### src/rtl/vga_timing_lookahead_pkg.sv
// Shared VGA timing constants, derived sizes and raster position type.
package vga_timing_lookahead_pkg;

  localparam int DEF_H_VISIBLE_AREA  = 640;
  localparam int DEF_H_FRONT_PORCH   = 16;
  localparam int DEF_H_SYNC_PULSE    = 96;
  localparam int DEF_H_BACK_PORCH    = 48;
  localparam int DEF_V_VISIBLE_AREA  = 480;
  localparam int DEF_V_FRONT_PORCH   = 10;
  localparam int DEF_V_SYNC_PULSE    = 2;
  localparam int DEF_V_BACK_PORCH    = 33;
  localparam int DEF_PIPELINE_STAGES = 2;
  localparam int DEF_FRAME_CNT_W     = 16;

  localparam int H_WHOLE_LINE = DEF_H_VISIBLE_AREA + DEF_H_FRONT_PORCH
                              + DEF_H_SYNC_PULSE + DEF_H_BACK_PORCH;
  localparam int V_WHOLE_LINE = DEF_V_VISIBLE_AREA + DEF_V_FRONT_PORCH
                              + DEF_V_SYNC_PULSE + DEF_V_BACK_PORCH;
  localparam int H_AW = $clog2(H_WHOLE_LINE);
  localparam int V_AW = $clog2(V_WHOLE_LINE);

  typedef struct packed {
    logic [H_AW-1:0] x;
    logic [V_AW-1:0] y;
  } vga_pos_t;

  // Half-open window test [lo, hi) used by all the raster decodes.
  function automatic logic in_window(input int v, input int lo, input int hi);
    return (v >= lo) && (v < hi);
  endfunction

endpackage

### src/rtl/vga_timing_lookahead_raster_counter.sv
// x/y raster counter pair; exposes next-state so callers can register
// decodes that line up with the position registers.
module vga_raster_counter #(
  parameter int H_WHOLE = 800,
  parameter int V_WHOLE = 525,
  parameter int RESET_X = 0,
  localparam int XW = $clog2(H_WHOLE),
  localparam int YW = $clog2(V_WHOLE)
)(
  input  logic          clk,
  input  logic          rst_n,
  input  logic          en,
  output logic [XW-1:0] x,
  output logic [YW-1:0] y,
  output logic [XW-1:0] x_nxt,
  output logic [YW-1:0] y_nxt,
  output logic          wrap
);

  localparam logic [XW-1:0] X_LAST = XW'(H_WHOLE - 1);
  localparam logic [YW-1:0] Y_LAST = YW'(V_WHOLE - 1);
  localparam logic [XW-1:0] X_RST  = XW'(RESET_X);
  localparam logic [XW-1:0] X_ONE  = XW'(1);
  localparam logic [YW-1:0] Y_ONE  = YW'(1);

  logic x_end;
  assign x_end = (x == X_LAST);
  assign wrap  = en && x_end && (y == Y_LAST);

  // Next position: x steps and wraps, carry into y on end of line
  always_comb begin
    x_nxt = x;
    y_nxt = y;
    if (en) begin
      if (x_end) begin
        x_nxt = '0;
        y_nxt = (y == Y_LAST) ? '0 : y + Y_ONE;
      end else begin
        x_nxt = x + X_ONE;
      end
    end
  end

  // Position registers
  always_ff @(posedge clk or negedge rst_n) begin
    if (!rst_n) begin
      x <= X_RST;
      y <= '0;
    end else begin
      x <= x_nxt;
      y <= y_nxt;
    end
  end

endmodule

### src/rtl/vga_timing_lookahead.sv
// VGA raster/timing generator with a lookahead raster running
// PIPELINE_STAGES ticks ahead of the display position.
module vga_timing_lookahead
  import vga_timing_lookahead_pkg::*;
#(
  parameter int H_VISIBLE_AREA  = DEF_H_VISIBLE_AREA,
  parameter int H_FRONT_PORCH   = DEF_H_FRONT_PORCH,
  parameter int H_SYNC_PULSE    = DEF_H_SYNC_PULSE,
  parameter int H_BACK_PORCH    = DEF_H_BACK_PORCH,
  parameter int V_VISIBLE_AREA  = DEF_V_VISIBLE_AREA,
  parameter int V_FRONT_PORCH   = DEF_V_FRONT_PORCH,
  parameter int V_SYNC_PULSE    = DEF_V_SYNC_PULSE,
  parameter int V_BACK_PORCH    = DEF_V_BACK_PORCH,
  parameter int PIPELINE_STAGES = DEF_PIPELINE_STAGES,
  parameter bit HSYNC_ACTIVE    = 1'b0,
  parameter bit VSYNC_ACTIVE    = 1'b0,
  parameter int FRAME_CNT_W     = DEF_FRAME_CNT_W,
  localparam int H_WHOLE = H_VISIBLE_AREA + H_FRONT_PORCH + H_SYNC_PULSE + H_BACK_PORCH,
  localparam int V_WHOLE = V_VISIBLE_AREA + V_FRONT_PORCH + V_SYNC_PULSE + V_BACK_PORCH,
  localparam int HAW     = $clog2(H_WHOLE),
  localparam int VAW     = $clog2(V_WHOLE)
)(
  input  logic                   vga_pix_clk,
  input  logic                   rst_n,
  input  logic                   pix_en,
  output logic [HAW-1:0]         sx,
  output logic [VAW-1:0]         sy,
  output logic                   display_enabled,
  output logic                   H_SYNC,
  output logic                   V_SYNC,
  output logic                   line_stb,
  output logic                   frame_stb,
  output logic [HAW-1:0]         sx_aot,
  output logic [VAW-1:0]         sy_aot,
  output logic                   display_enabled_aot,
  output logic                   frame_stb_aot,
  output logic [FRAME_CNT_W-1:0] frame_cnt
);

  localparam int HS_LO = H_VISIBLE_AREA + H_FRONT_PORCH;
  localparam int HS_HI = HS_LO + H_SYNC_PULSE;
  localparam int VS_LO = V_VISIBLE_AREA + V_FRONT_PORCH;
  localparam int VS_HI = VS_LO + V_SYNC_PULSE;
  localparam logic [FRAME_CNT_W-1:0] FC_ONE = FRAME_CNT_W'(1);

  // Lookahead reset position must lie on the first line
  if (PIPELINE_STAGES < 0 || PIPELINE_STAGES >= H_WHOLE) begin : g_bad_stages
    $error("PIPELINE_STAGES must be in [0, H_WHOLE_LINE)");
  end

  logic [HAW-1:0] sx_nxt, sx_aot_nxt;
  logic [VAW-1:0] sy_nxt, sy_aot_nxt;
  logic           disp_wrap, aot_wrap_unused;

  vga_raster_counter #(.H_WHOLE(H_WHOLE), .V_WHOLE(V_WHOLE), .RESET_X(0)) u_disp (
    .clk(vga_pix_clk), .rst_n(rst_n), .en(pix_en),
    .x(sx), .y(sy), .x_nxt(sx_nxt), .y_nxt(sy_nxt), .wrap(disp_wrap)
  );

  vga_raster_counter #(.H_WHOLE(H_WHOLE), .V_WHOLE(V_WHOLE), .RESET_X(PIPELINE_STAGES)) u_aot (
    .clk(vga_pix_clk), .rst_n(rst_n), .en(pix_en),
    .x(sx_aot), .y(sy_aot), .x_nxt(sx_aot_nxt), .y_nxt(sy_aot_nxt), .wrap(aot_wrap_unused)
  );

  // Flags decoded from next position so they are valid alongside sx/sy
  always_ff @(posedge vga_pix_clk or negedge rst_n) begin
    if (!rst_n) begin
      display_enabled     <= in_window(0, 0, H_VISIBLE_AREA) && in_window(0, 0, V_VISIBLE_AREA);
      display_enabled_aot <= in_window(PIPELINE_STAGES, 0, H_VISIBLE_AREA)
                             && in_window(0, 0, V_VISIBLE_AREA);
      H_SYNC              <= ~HSYNC_ACTIVE;
      V_SYNC              <= ~VSYNC_ACTIVE;
    end else begin
      display_enabled     <= in_window(int'(sx_nxt), 0, H_VISIBLE_AREA)
                             && in_window(int'(sy_nxt), 0, V_VISIBLE_AREA);
      display_enabled_aot <= in_window(int'(sx_aot_nxt), 0, H_VISIBLE_AREA)
                             && in_window(int'(sy_aot_nxt), 0, V_VISIBLE_AREA);
      H_SYNC              <= in_window(int'(sx_nxt), HS_LO, HS_HI) ? HSYNC_ACTIVE : ~HSYNC_ACTIVE;
      V_SYNC              <= in_window(int'(sy_nxt), VS_LO, VS_HI) ? VSYNC_ACTIVE : ~VSYNC_ACTIVE;
    end
  end

  // Completed-frame count, bumped on the display raster wrapping to (0,0)
  always_ff @(posedge vga_pix_clk or negedge rst_n) begin
    if (!rst_n)         frame_cnt <= '0;
    else if (disp_wrap) frame_cnt <= frame_cnt + FC_ONE;
  end

  // Strobes are combinational; held low while in reset or between ticks
  assign line_stb      = rst_n && pix_en && (sx == '0);
  assign frame_stb     = line_stb && (sy == '0);
  assign frame_stb_aot = rst_n && pix_en && (sx_aot == '0) && (sy_aot == '0);

endmodule

### config.mk
export PLATFORM = sky130hd
export DESIGN_NAME = vga_timing_lookahead
export DESIGN_NICKNAME = d
export VERILOG_FILES = /design/src/rtl/vga_timing_lookahead_pkg.sv /design/src/rtl/vga_timing_lookahead_raster_counter.sv /design/src/rtl/vga_timing_lookahead.sv
export SDC_FILE = /design/constraint.sdc
export NUM_CORES = 1
export LEC_CHECK = 0
export ABC_CLOCK_PERIOD_IN_PS = 3780
export CORE_AREA = 2 2 163 85
export DETAILED_ROUTE_END_ITERATION = 10
export DIE_AREA = 0 0 165 87
export GPL_TIMING_DRIVEN = 0
export PLACE_DENSITY_LB_ADDON = 0.3
export SLEW_MARGIN = 15
export SYNTH_ARGS = -nofsm -noshare
export SYNTH_HDL_FRONTEND = slang
export SYNTH_SLANG_ARGS = --single-unit
### constraint.sdc
create_clock -name vga_pix_clk -period 3.78 [get_ports vga_pix_clk]
set_input_delay 0.567 -clock vga_pix_clk [delete_from_list [all_inputs] [get_ports vga_pix_clk]]
set_output_delay 0.567 -clock vga_pix_clk [all_outputs]
set_load 0.01 [all_outputs]
== Yosys cells after proc, flatten, opt, wreduce, memory -nomap -nowiden ==
Index checks and enable logic that the tools add are counted.

* Output and inout port bits: 63
* Bits of input ports: 3
* Word-level logic and storage cells: 53
* Flip-flop bits (word level): 60
* ROM bits: 0
* Memories: 0
* Bits in writable memories: 0
* Latch bits: 0

* $add $sub $neg: 5
* Mux-type cells: 12
* Reduce and logical (&&, ||, !) cells: 15
* Shift operators: 0
* Equal/unequal tests: 4
* Bitwise gates (word level): 0
* Multiply operators: 0
* Magnitude comparators: 8
* Div/mod/pow operators: 0

{| class="wikitable"
|+ Operators by type and width
! cell !! count
|-
| $mux 10 || 10
|-
| $add 10x1->10 const B || 4
|-
| $eq 10x10->1 const B || 4
|-
| $logic_not 10->1 || 4
|-
| $lt 10x10->1 const B || 3
|-
| $lt 10x9->1 const B || 3
|-
| $add 16x1->16 const B || 1
|-
| $logic_and 1x1->1 || 11
|-
| $ge 10x10->1 const B || 1
|-
| $ge 10x9->1 const B || 1
|-
| $mux 1 || 2
|}

== Depth between registers and ports, before layout ==
* Word-level depth: 7
* Depth in mapped cells: 8
* Mapped depth without buffers: 7

== Hierarchy ==
Synthesis repeated with hierarchy kept, for this count alone.

* Cells, all modules: 301
* Area, all modules: 3098.0 µm²

{| class="wikitable"
|+ Modules (own cells, without submodules)
! module !! cells an instance !! times used !! seq. area each (µm²) !! area an instance (µm²)
|-
| vga_raster_counter (u_aot) || 104 || 1 || 501.7 || 1057.3
|-
| vga_raster_counter (u_disp) || 104 || 1 || 500.5 || 1056.0
|-
| vga_timing_lookahead || 93 || 1 || 505.5 || 984.7
|}

== Least setup slack after synthesis ==
Ideal clock, no wire load.

* Kind: in2out
* Start: input port pix_en
* End: output port frame_stb
* Slack: 934 ps
* Data required time: 3213 ps
* Buffers on the path: 2
* Data arrival time: 2279 ps
* Stages: 6
* Cell sequence: buf_4 -> or4b_1 -> buf_2 -> nor4_1 -> nor4b_1 -> and4_1

* Cells in the longest elaborated chain, start to end: 3

{| class="wikitable"
|+ RTL lines
! element !! line !! text
|-
| start: declaration || vga_timing_lookahead.sv:25 || <nowiki>input logic pix_en,</nowiki>
|-
| $logic_and 1x1->1 (2 in series) || vga_timing_lookahead.sv:90 || <nowiki>assign line_stb = rst_n && pix_en && (sx == '0);</nowiki>
|-
| named net line_stb || vga_timing_lookahead.sv:31 || <nowiki>output logic line_stb,</nowiki>
|-
| $logic_and 1x1->1 || vga_timing_lookahead.sv:91 || <nowiki>assign frame_stb = line_stb && (sy == '0);</nowiki>
|-
| end: declaration || vga_timing_lookahead.sv:32 || <nowiki>output logic frame_stb,</nowiki>
|}

The timed path passes the listed nets, and every way through them passes these cells.

== Worst setup path after layout ==
* Start: register u_disp.x[5]
* End: output port frame_stb

* Cells in the longest elaborated chain, start to end: 3

{| class="wikitable"
|+ RTL lines
! element !! line !! text
|-
| start: declaration || vga_timing_lookahead_raster_counter.sv:13 || <nowiki>output logic [XW-1:0] x,</nowiki>
|-
| start signal: assignment || vga_timing_lookahead_raster_counter.sv:50 || <nowiki>x <= x_nxt;</nowiki>
|-
| $logic_not 10->1 || vga_timing_lookahead.sv:90 ||
|-
| $logic_and 1x1->1 || vga_timing_lookahead.sv:90 ||
|-
| $logic_and 1x1->1 || vga_timing_lookahead.sv:91 ||
|}

Every way passes these cells.

==> results_tabular.tex <==
\begin{tabular}{lr}
\hline
Metric & Value \\
\hline
\multicolumn{2}{l}{\textbf{Clocking}} \\
Clock transition at the registers of the reported paths & approximately 0.060 ns \\
Setup bufs post-CTS & 0 \\
Clock tree from TritonCTS & done \\
CTS HTree Levels & 3 \\
Total CTS buffers & 9 \\
Clock latency of the later-clocked register in the worst-skew pair & around 0.32 ns \\
Total of cells resized after clock tree synthesis & 0 \\
Clock root buffer & clkbuf\_16 \\
Hold buffer count at cts & 0 \\
Clk sink count & 60 \\
Number of buffers between clock root and the deepest sink & 2 \\
\multicolumn{2}{l}{\textbf{Route}} \\
DRT iter0 DRCs & 191 \\
Routed Wire Length & 8970 um \\
Drt wl/cell & 15.3 um \\
Vias post-DR & roughly 2800 \\
Number of vias per cell & 4.75 \\
Detailed Routing Iterations Pass 1 & 4 \\
DRC viols & 0 \\
Antenna-violating nets left & 0 \\
\multicolumn{2}{l}{\textbf{Cells and area}} \\
\# fillers & $\sim$1300 \\
Area Overhead vs Synth & 37.4\% \\
Util after Layout & between 30\% and 40\% \\
Antenna Cells & 0 \\
Total Nets Final & about 420 \\
Final design instance area without fill & roughly 4400 um2 \\
Commonest cells after routing, fill and taps aside & 63 x clkdlybuf4s50\_1, 55 x dfrtp\_1, 27 x nand2\_1 \\
Most frequent standard cell in the layout excluding fill and tap cells & clkdlybuf4s50\_1 \\
Fraction of layout instances using a drive strength above 1 & 7.82\% \\
\multicolumn{2}{l}{\textbf{Critical path}} \\
Crit path launch type & register \\
Largest incremental delay on the critical path & 0.53 ns \\
Logic depth of the worst setup path including buffers & 6 \\
Data arrival time of the worst path & around 3 ns \\
Buffer and inverter count on the worst path & 2 \\
Slowest library cell on the worst path & or4b\_1 \\
CP max FO & 7 \\
Crit path required time & about 3.2 ns \\
Worst Setup End Kind & primary output \\
Type of the worst setup path & reg2out \\
Number of cells on the worst reg-to-reg path & 7 \\
Worst path cell trace & or4b\_1 > buf\_2 > nor4\_1 > nor4b\_1 > and4\_1 > clkdlybuf4s50\_1 \\
Family of cells with the greatest summed delay on the critical path & simple AND/OR/NAND/NOR gates \\
\multicolumn{2}{l}{\textbf{Floorplan}} \\
Starting Density & about a quarter \\
Core Rows & 30 \\
Die Y & about 87 um \\
Die width & approximately 170 um \\
Area of the die & about 14000 um2 \\
Placeable Area & 13100 um2 \\
Top-level port count & 66 \\
\multicolumn{2}{l}{\textbf{Synth}} \\
Synth Warn \# & 0 \\
Number of enable-type register cells in the synthesized netlist & 0 \\
Mean Syn Cell Area & between 9 and 10 um2 \\
Post-synthesis sequential area ratio & $\sim$47\% \\
Count of distinct cell types in the synthesized netlist & between 40 and 50 \\
Post-synth design cell area & between 3000 and 4000 um2 \\
Proportion of register bits with asynchronous set or reset after synthesis & 100\% \\
Number of synthesized register bits & 60 \\
Net count after synthesis & between 300 and 400 \\
Cell count after synthesis & 328 \\
Dominant synthesized flop cell & dfrtp\_1 \\
\multicolumn{2}{l}{\textbf{Global route}} \\
Vias in the first global route & about 2600 \\
Maximum number of pins on one net before global-route repair & 56 \\
Number of antenna violations at the first check in global routing & 0 \\
Leftover overflow at the end of global routing & 0 \\
Wire length of the first global-routing pass & 14600 um \\
Global routing usage summed across all routing layers & approximately an eighth \\
\multicolumn{2}{l}{\textbf{Timing}} \\
Final count of hold timing violations & 0 \\
Portion of the clock cycle consumed by the worst path in the final layout & a little over nine tenths \\
Final setup violation count & 0 \\
Highest achievable clock rate & about 280 MHz \\
Min Clock Period, post-route & $\sim$3.5 ns \\
Worst slew pin tran & 0.626 ns \\
Unrepaired setup endpoints after global routing & false \\
Tightest slew margin relative to the limit & roughly 58\% \\
Count of pins over their slew limit & 0 \\
Largest clock skew in the final design & between 0.008 and 0.009 ns \\
\multicolumn{2}{l}{\textbf{Placement}} \\
HPWL after DPL & between 6000 and 7000 um \\
Number of port buffers & 64 \\
Final estimated routing congestion in global placement & 0.887 \\
Placed Instance Area & around 4100 um2 \\
\multicolumn{2}{l}{\textbf{Status}} \\
Result of the run & finished, final reports clean \\
\multicolumn{2}{l}{\textbf{Power}} \\
Post-layout power & about 2.0 mW \\
Static Leak & $\sim$1.7 nW \\
Pwr dens & roughly 460 nW/um2 \\
Maximum vdd ir drop & about 0.23 mV \\
\multicolumn{2}{l}{\textbf{Min path}} \\
Hold WC Path Type & in2async \\
\multicolumn{2}{l}{\textbf{Flow run}} \\
Total of max-cap violations & 0 \\
\hline
\end{tabular}
through the flow:
| step | cells | TNS (ns) | setup slack [ns] | hold slack, ns |
|---|---|---|---|---|
| after detailed placement | 569 | 0 | 0.407 | 0.408 |
| final | 585 | 0 | 0.231 | 0.0742 |
| after global routing | 585 | 0 | 0.135 | 0.0552 |
| after floorplan | 328 | 0 | 0.934 | 0.271 |
| after global placement | 568 | -8.12 | -1.74 | 0.459 |
| after CTS | 585 | 0 | 0.220 | 0.0612 |
cells in the mapped netlist, drive strengths merged, types with 2 or more instances:
library cell	n	area share, %
o22ai	5	0.98
nor2	24	2.9
nor3	15	2.4
inv	14	1.6
or3	5	1.1
nand3	22	3.5
and3	7	1.4
dfstp	5	4.1
and4	3	0.82
nand4	20	3.9
clkbuf	8	0.94
a21oi	5	0.79
mux2	2	0.71
buf	3	0.55
nand2b	2	0.39
o31ai	2	0.47
dfrtp	55	43
ha	9	3.5
o21ai	14	2.2
nand4b	6	1.6
or4	2	0.59
nand2	27	3.2
nor4b	3	0.82
nor4	8	1.6
and2	5	0.98
xnor2	20	5.5
xor2	19	5.2
kinds of logic after synthesis:
family	share of synthesized area (%)
and+or+nand+nor	26.5
DFF	47.3
xor gates and xnor gates	10.7
AOI/OAI and AO/OA	7.74
buffers and inverters	3.14
adders and majority gates	3.54
muxes	1.02
worst paths after layout:
check                           slack, ns                         to                     start
worst max register to register       1.01  frame_cnt[15]$_DFFE_PN0P_     u_disp.x[5]$_DFF_PN0_
max in group asynchronous            3.16           H_SYNC$_DFF_PN1_                     rst_n
worst max-delay path                 0.23                  frame_stb     u_disp.x[5]$_DFF_PN0_
min in group vga_pix_clk             0.49   frame_cnt[6]$_DFFE_PN0P_  frame_cnt[6]$_DFFE_PN0P_
worst min-delay path                 0.07     u_aot.y[4]$_DFFE_PN0P_                     rst_n
worst min register to register       0.49   frame_cnt[6]$_DFFE_PN0P_  frame_cnt[6]$_DFFE_PN0P_
area by class of cell:
cell class | count | area (um2) | share of cell area [%]
buffer | 11 | 47.5 | 1.09
clock buffer | 12 | 256 | 5.86
clock inverter | 4 | 47.5 | 1.09
inverter | 14 | 52.6 | 1.20
multi-input combinational | 243 | 1580 | 36.1
sequential | 60 | 1510 | 34.5
tap | 176 | 220 | 5.03
timing repair buffer | 65 | 666 | 15.2
report_power, final:
part           internal [mW]  switching [mW]  leakage [nW]
registers              0.709           0.120         0.763
logic                  0.179           0.161         0.825
clock network          0.544           0.287         0.149
total                   1.43           0.568          1.74
per-layer routing:
layer / GRT usage (%) / share of wire (%) / vias to the layer above
met5: 0 / 0 / -
met4: 3.24 / 0.83 / 0
met3: 4.33 / 6.6 / 8
met2: 16.7 / 38 / 85
met1: 21.2 / 55 / 1345
li1: - / - / 1341
registers in the layout (all words and copies together) (netlist names), 10 cells and up:
signal     cells
u_aot.x       10
frame_cnt     16
u_disp.x      10
u_disp.y      10
u_aot.y       10
worst reg2reg max path, stage by stage, from the launching register on:
cell     delay, ns
dfrtp_1       0.46
or4b_1        0.53
buf_2         0.17
or3_4         0.37
buf_2         0.22
nor3_1        0.56
nand3_1       0.17
xnor2_1       0.17
Note: power is estimated with default switching activity, not from simulation.
